**src/rtl/tristate_bus_arbiter.sv**
```systemverilog
// Round-robin arbiter/sequencer for a shared tri-state bus: one-hot-or-zero enables,
// a fixed all-released turnaround gap between owners and an optional tenure cap.
module tristate_bus_arbiter #(
    parameter int N          = 4,
    parameter int HOLD_MAX   = 8,
    parameter int TURNAROUND = 1
) (
    input  logic                 clk,
    input  logic                 rst_n,
    input  logic [N-1:0]         req,
    output logic [N-1:0]         oe,
    output logic [$clog2(N)-1:0] sel,
    output logic                 busy,
    output logic                 preempt
);

    localparam int SW = $clog2(N);
    localparam int HW = $clog2(HOLD_MAX + 2);
    localparam int TW = 4;

    typedef enum logic [1:0] {IDLE, GRANT, TURN} state_t;

    state_t          r_state, r_state_next;
    logic [N-1:0]    r_oe, r_oe_next;
    logic [SW-1:0]   r_sel, r_sel_next;
    logic            r_busy, r_busy_next;
    logic            r_preempt, r_preempt_next;
    logic [HW-1:0]   r_hold, r_hold_next;
    logic [TW-1:0]   r_turn, r_turn_next;

    logic [SW-1:0]   w_win;
    logic [N-1:0]    w_onehot;
    logic            w_any_req;
    logic            w_owner_req;
    logic            w_exit;

    // Search downward so the nearest requester after the current owner is written last;
    // the owner itself sits at distance N and therefore has the lowest priority.
    always_comb begin
        w_win = r_sel;
        for (int k = N; k >= 1; k--) begin
            if (req[(int'(r_sel) + k) % N]) begin
                w_win = SW'((int'(r_sel) + k) % N);
            end
        end
    end

    generate
        for (genvar gi = 0; gi < N; gi++) begin : g_onehot
            assign w_onehot[gi] = (w_win == SW'(gi));
        end
    endgenerate

    assign w_any_req   = |req;
    assign w_owner_req = req[r_sel];
    assign w_exit      = !w_owner_req || ((HOLD_MAX != 0) && (r_hold == HW'(HOLD_MAX)));

    always_comb begin
        r_state_next   = r_state;
        r_oe_next      = r_oe;
        r_sel_next     = r_sel;
        r_busy_next    = r_busy;
        r_preempt_next = 1'b0;
        r_hold_next    = r_hold;
        r_turn_next    = r_turn;

        case (r_state)
            IDLE: begin
                if (w_any_req) begin
                    r_state_next = GRANT;
                    r_oe_next    = w_onehot;
                    r_sel_next   = w_win;
                    r_busy_next  = 1'b1;
                    r_hold_next  = HW'(1);
                end
            end
            GRANT: begin
                if (w_exit) begin
                    r_state_next   = TURN;
                    r_oe_next      = '0;
                    r_busy_next    = 1'b0;
                    r_turn_next    = TW'(1);
                    r_preempt_next = w_owner_req;
                end else if (r_hold != '1) begin
                    r_hold_next = r_hold + HW'(1);
                end
            end
            TURN: begin
                if (r_turn < TW'(TURNAROUND)) begin
                    r_turn_next = r_turn + TW'(1);
                end else if (w_any_req) begin
                    r_state_next = GRANT;
                    r_oe_next    = w_onehot;
                    r_sel_next   = w_win;
                    r_busy_next  = 1'b1;
                    r_hold_next  = HW'(1);
                end else begin
                    r_state_next = IDLE;
                end
            end
            default: begin
                r_state_next = IDLE;
                r_oe_next    = '0;
                r_busy_next  = 1'b0;
            end
        endcase
    end

    // Asynchronous reset drops every enable at once so the bus is released mid-tenure.
    always_ff @(posedge clk or negedge rst_n) begin
        if (!rst_n) begin
            r_state   <= IDLE;
            r_oe      <= '0;
            r_sel     <= SW'(N - 1);
            r_busy    <= 1'b0;
            r_preempt <= 1'b0;
            r_hold    <= '0;
            r_turn    <= '0;
        end else begin
            r_state   <= r_state_next;
            r_oe      <= r_oe_next;
            r_sel     <= r_sel_next;
            r_busy    <= r_busy_next;
            r_preempt <= r_preempt_next;
            r_hold    <= r_hold_next;
            r_turn    <= r_turn_next;
        end
    end

    assign oe      = r_oe;
    assign sel     = r_sel;
    assign busy    = r_busy;
    assign preempt = r_preempt;

endmodule

```
**config.mk**
```make
export PLATFORM = sky130hd
export DESIGN_NAME = tristate_bus_arbiter
export DESIGN_NICKNAME = d
export VERILOG_FILES = /design/src/rtl/tristate_bus_arbiter.sv
export SDC_FILE = /design/constraint.sdc
export NUM_CORES = 1
export LEC_CHECK = 0
export CAP_MARGIN = 40
export CORE_MARGIN = 2
export CORE_UTILIZATION = 40
export CTS_CLUSTER_DIAMETER = 60
export CTS_CLUSTER_SIZE = 20
export DETAILED_ROUTE_END_ITERATION = 16
export GPL_ROUTABILITY_DRIVEN = 0
export HOLD_SLACK_MARGIN = 0.08
export SYNTH_ARGS = -nofsm -noshare
export SYNTH_HDL_FRONTEND = slang
export SYNTH_SLANG_ARGS = --single-unit
export TNS_END_PERCENT = 5
```
**constraint.sdc**
```tcl
create_clock -name clk -period 2.3 [get_ports clk]
set_input_delay 0.46 -clock clk [delete_from_list [all_inputs] [get_ports clk]]
set_output_delay 0.46 -clock clk [all_outputs]
set_load 0.01 [all_outputs]
```
==> results_dict.tcl <==
set metrics [dict create \
    status "completed" \
    hpwl_um 1400 \
    cts_setup_buffers 0 \
    fin_ws_ns 0.347 \
    grt.total_usage_pct 15.3 \
    fp.dieW_um 54.0 \
    synth.top_cells.by_count "dfrtp_1 (16), inv_1 (10), nand2b_1 (5)" \
    dieArea_mm2 0.00291 \
    regArea_um2 453 \
    cpMaxStageDelayCell "dfstp_2" \
    cp_data_arrival_time_ns 1.49 \
    coreArea_mm2 0.00243 \
    final_core_util_pct 49.1 \
    netlist_area_um2 1000 \
    clock.fmax_mhz 512 \
    synth.largest_area_cell "dfrtp_1" \
    final_hold_viol_count 0 \
    synth-edff-count 0 \
    report.final.slew_viol_count 0 \
    synth_top_area_share_pct 40.1 \
    drive_gt1_share_pct 15.5 \
    worst_hold_path_type "in -> async" \
    clk-insertion-delay-late_ns 0.30 \
    drt_wl_total_um 1880 \
    firstDrtPassIters 6 \
    synth_fa_ha_area_share_pct 5.01 \
    max_cap_violations 0 \
    yosysSeqAreaShare_pct 45.3 \
    io_buffer_count 13 \
    worst_setup_path_end_kind "output port" \
    place_inst 136 \
    via_count 766 \
    met2_usage_pct 23.0 \
    synthTopCellsByArea "dfrtp_1 (40%), dfstp_2 (5.3%), ha_1 (5.0%), a32o_1 (4.0%), inv_1 (3.8%)" \
    cts_sinks 18 \
    ctsLongestPathBuffers 2 \
    cts.repair.resized 0 \
    synthSimpleGateAreaFrac_pct 17.0 \
    overflow 0 \
    initial_core_util_pct 41.1 \
    drc 0 \
    cts-htree-levels 1 \
    setup_violations 0 \
    synth_warnings 0 \
    synth_ff_type "dfrtp_1" \
    tritoncts "built" \
    area_growth_pct 19.5 \
    io_pins 14 \
    grt_use_met3_pct 3.33 \
    pwr_density_cell_mw_per_mm2 1140 \
    p_leak_uw 0.000513 \
    worst-path-max-fanout 10 \
    startpoint_type "flop" \
    pre_cts_slack_ns 0.180 \
    clk_pin_slew_ns 0.11 \
    postSynthAreaPerCell_um2 10.6 \
    critPathRequiredTime_ns 1.84 \
    grt_util_met1_pct 21.4 \
    first_global_vias 683 \
    grt_max_degree 19 \
    antenna_found_initial 0 \
    critPathBufInv 1 \
    wl_per_cell_um 13.4 \
    synth_top_family_by_area "compound AO/OA/AOI/OAI gates" \
    fin_nets 121 \
    synth-compound-area-share_pct 22.9 \
    setup_tns_ns 0 \
    die_h_um 54.0 \
    synth.distinct_cells 40 \
    antenna-diode-count 0 \
    multi_input_area_um2 493 \
    slew_headroom_pct 70.6 \
    ant_nets 0 \
    fin_area_mm2 0.00119 \
    instances_no_fill 140 \
    cts-root-buf "clkbuf_4" \
    crit_type "reg -> out" \
    tightest_slew_ns 0.438 \
    fillers 230 \
    rows 18 \
    period_share_pct 84.9 \
    synth_xor_area_share_pct 0 \
    period_needed_ns 1.95 \
    placed_cell_area_mm2 0.00116 \
    ys_ff_latch 18 \
    synth_most_common_cell "dfrtp_1" \
    synthCells 94 \
    drt-initial-drc-count 20 \
    path_cells "clkdlybuf4s50_1" \
    critPathTopFamily "flip-flops" \
    finalClockSkew_ns 0.00707 \
    holdBufCountCts 0 \
    ir_worst_vdd_uv 529 \
    grt_pass1_wl_um 3130 \
    async_flop_share_pct 100 \
    cp_slowest_stage_delay_ns 0.64 \
    busiest_layer "met2" \
    viasPerCell 5.47 \
    syn-num-nets 104 \
    cts_buffers 3 \
    rsz0062_at_grt "no" \
    synthMuxAreaShare_pct 4.38 \
]
==> metrics by stage <==
step / power, µW / hold slack (ns)
after floorplan: 969 / 0.164
after global placement: 1170 / 0.481
after detailed placement: 1180 / 0.482
after CTS: 1380 / 0.479
after global routing: 1470 / 0.488
final: 1360 / 0.475
==> layer usage <==
| metal | vias to the layer above | share of wire (%) |
|---|---|---|
| met1 | 362 | 48 |
| li1 | 379 | - |
| met3 | 4 | 4.3 |
| met4 | 0 | 2.0 |
| met2 | 21 | 46 |
| met5 | - | 0 |
==> worst paths after layout <==
| path | start | end | cells after the start | slack [ns] |
|---|---|---|---|---|
| setup / recovery | sel[0]$_DFFE_PN1P_ | sel[0] | 1 | 0.35 |
| max in group asynchronous | rst_n | sel[1]$_DFFE_PN1P_ | 2 | 1.57 |
| hold / removal | rst_n | r_turn[3]$_DFFE_PN0P_ | 2 | 0.47 |
| min in group clk | oe[2]$_DFFE_PN0P_ | oe[2]$_DFFE_PN0P_ | 1 | 0.50 |
| setup reg to reg | sel[0]$_DFFE_PN1P_ | oe[0]$_DFFE_PN0P_ | 4 | 0.51 |
| hold reg to reg | oe[2]$_DFFE_PN0P_ | oe[2]$_DFFE_PN0P_ | 1 | 0.50 |
==> final cells by class <==
cell class              instances  share of cell area (%)
clock buffers                   4                    3.04
inverters                      10                    3.14
multi-input cells              64                    41.3
flip-flops and latches         18                    37.9
well taps                      30                    3.14
repair buffers                 14                    11.5
==> registers in the layout, summed over array words and instances (netlist names) <==
register  count
sel           2
r_hold        4
preempt       1
busy          1
r_turn        4
r_state       2
oe            4
==> logic make-up (layout without fill, tap and decap cells) <==
family                   Yosys count  count (layout)
AO/OA/AOI/OAI                     30              30
adder cells (fa/ha/maj)            4               4
buffers and inverters             12              28
flip-flops                        18              18
multiplexers                       3               3
AND/OR/NAND/NOR                   27              27
==> cell usage in the layout (no fill, tap or decap), types with 3 or more instances in the layout <==
master,n
dfrtp_1,16
clkdlybuf4s50_1,13
inv_1,10
nand2b_1,5
nand2_1,4
a32o_1,4
o31ai_1,4
ha_1,4
o211ai_1,3
nor2_1,3
o21ai_0,3
a21oi_1,3
clkbuf_4,3
==> report_power, final <==
| part | internal, µW | switching [µW] |
|---|---|---|
| clock | 96.6 | 98.8 |
| sequential | 427 | 113 |
| combinational | 320 | 306 |
(Power assumes the default switching activity.)
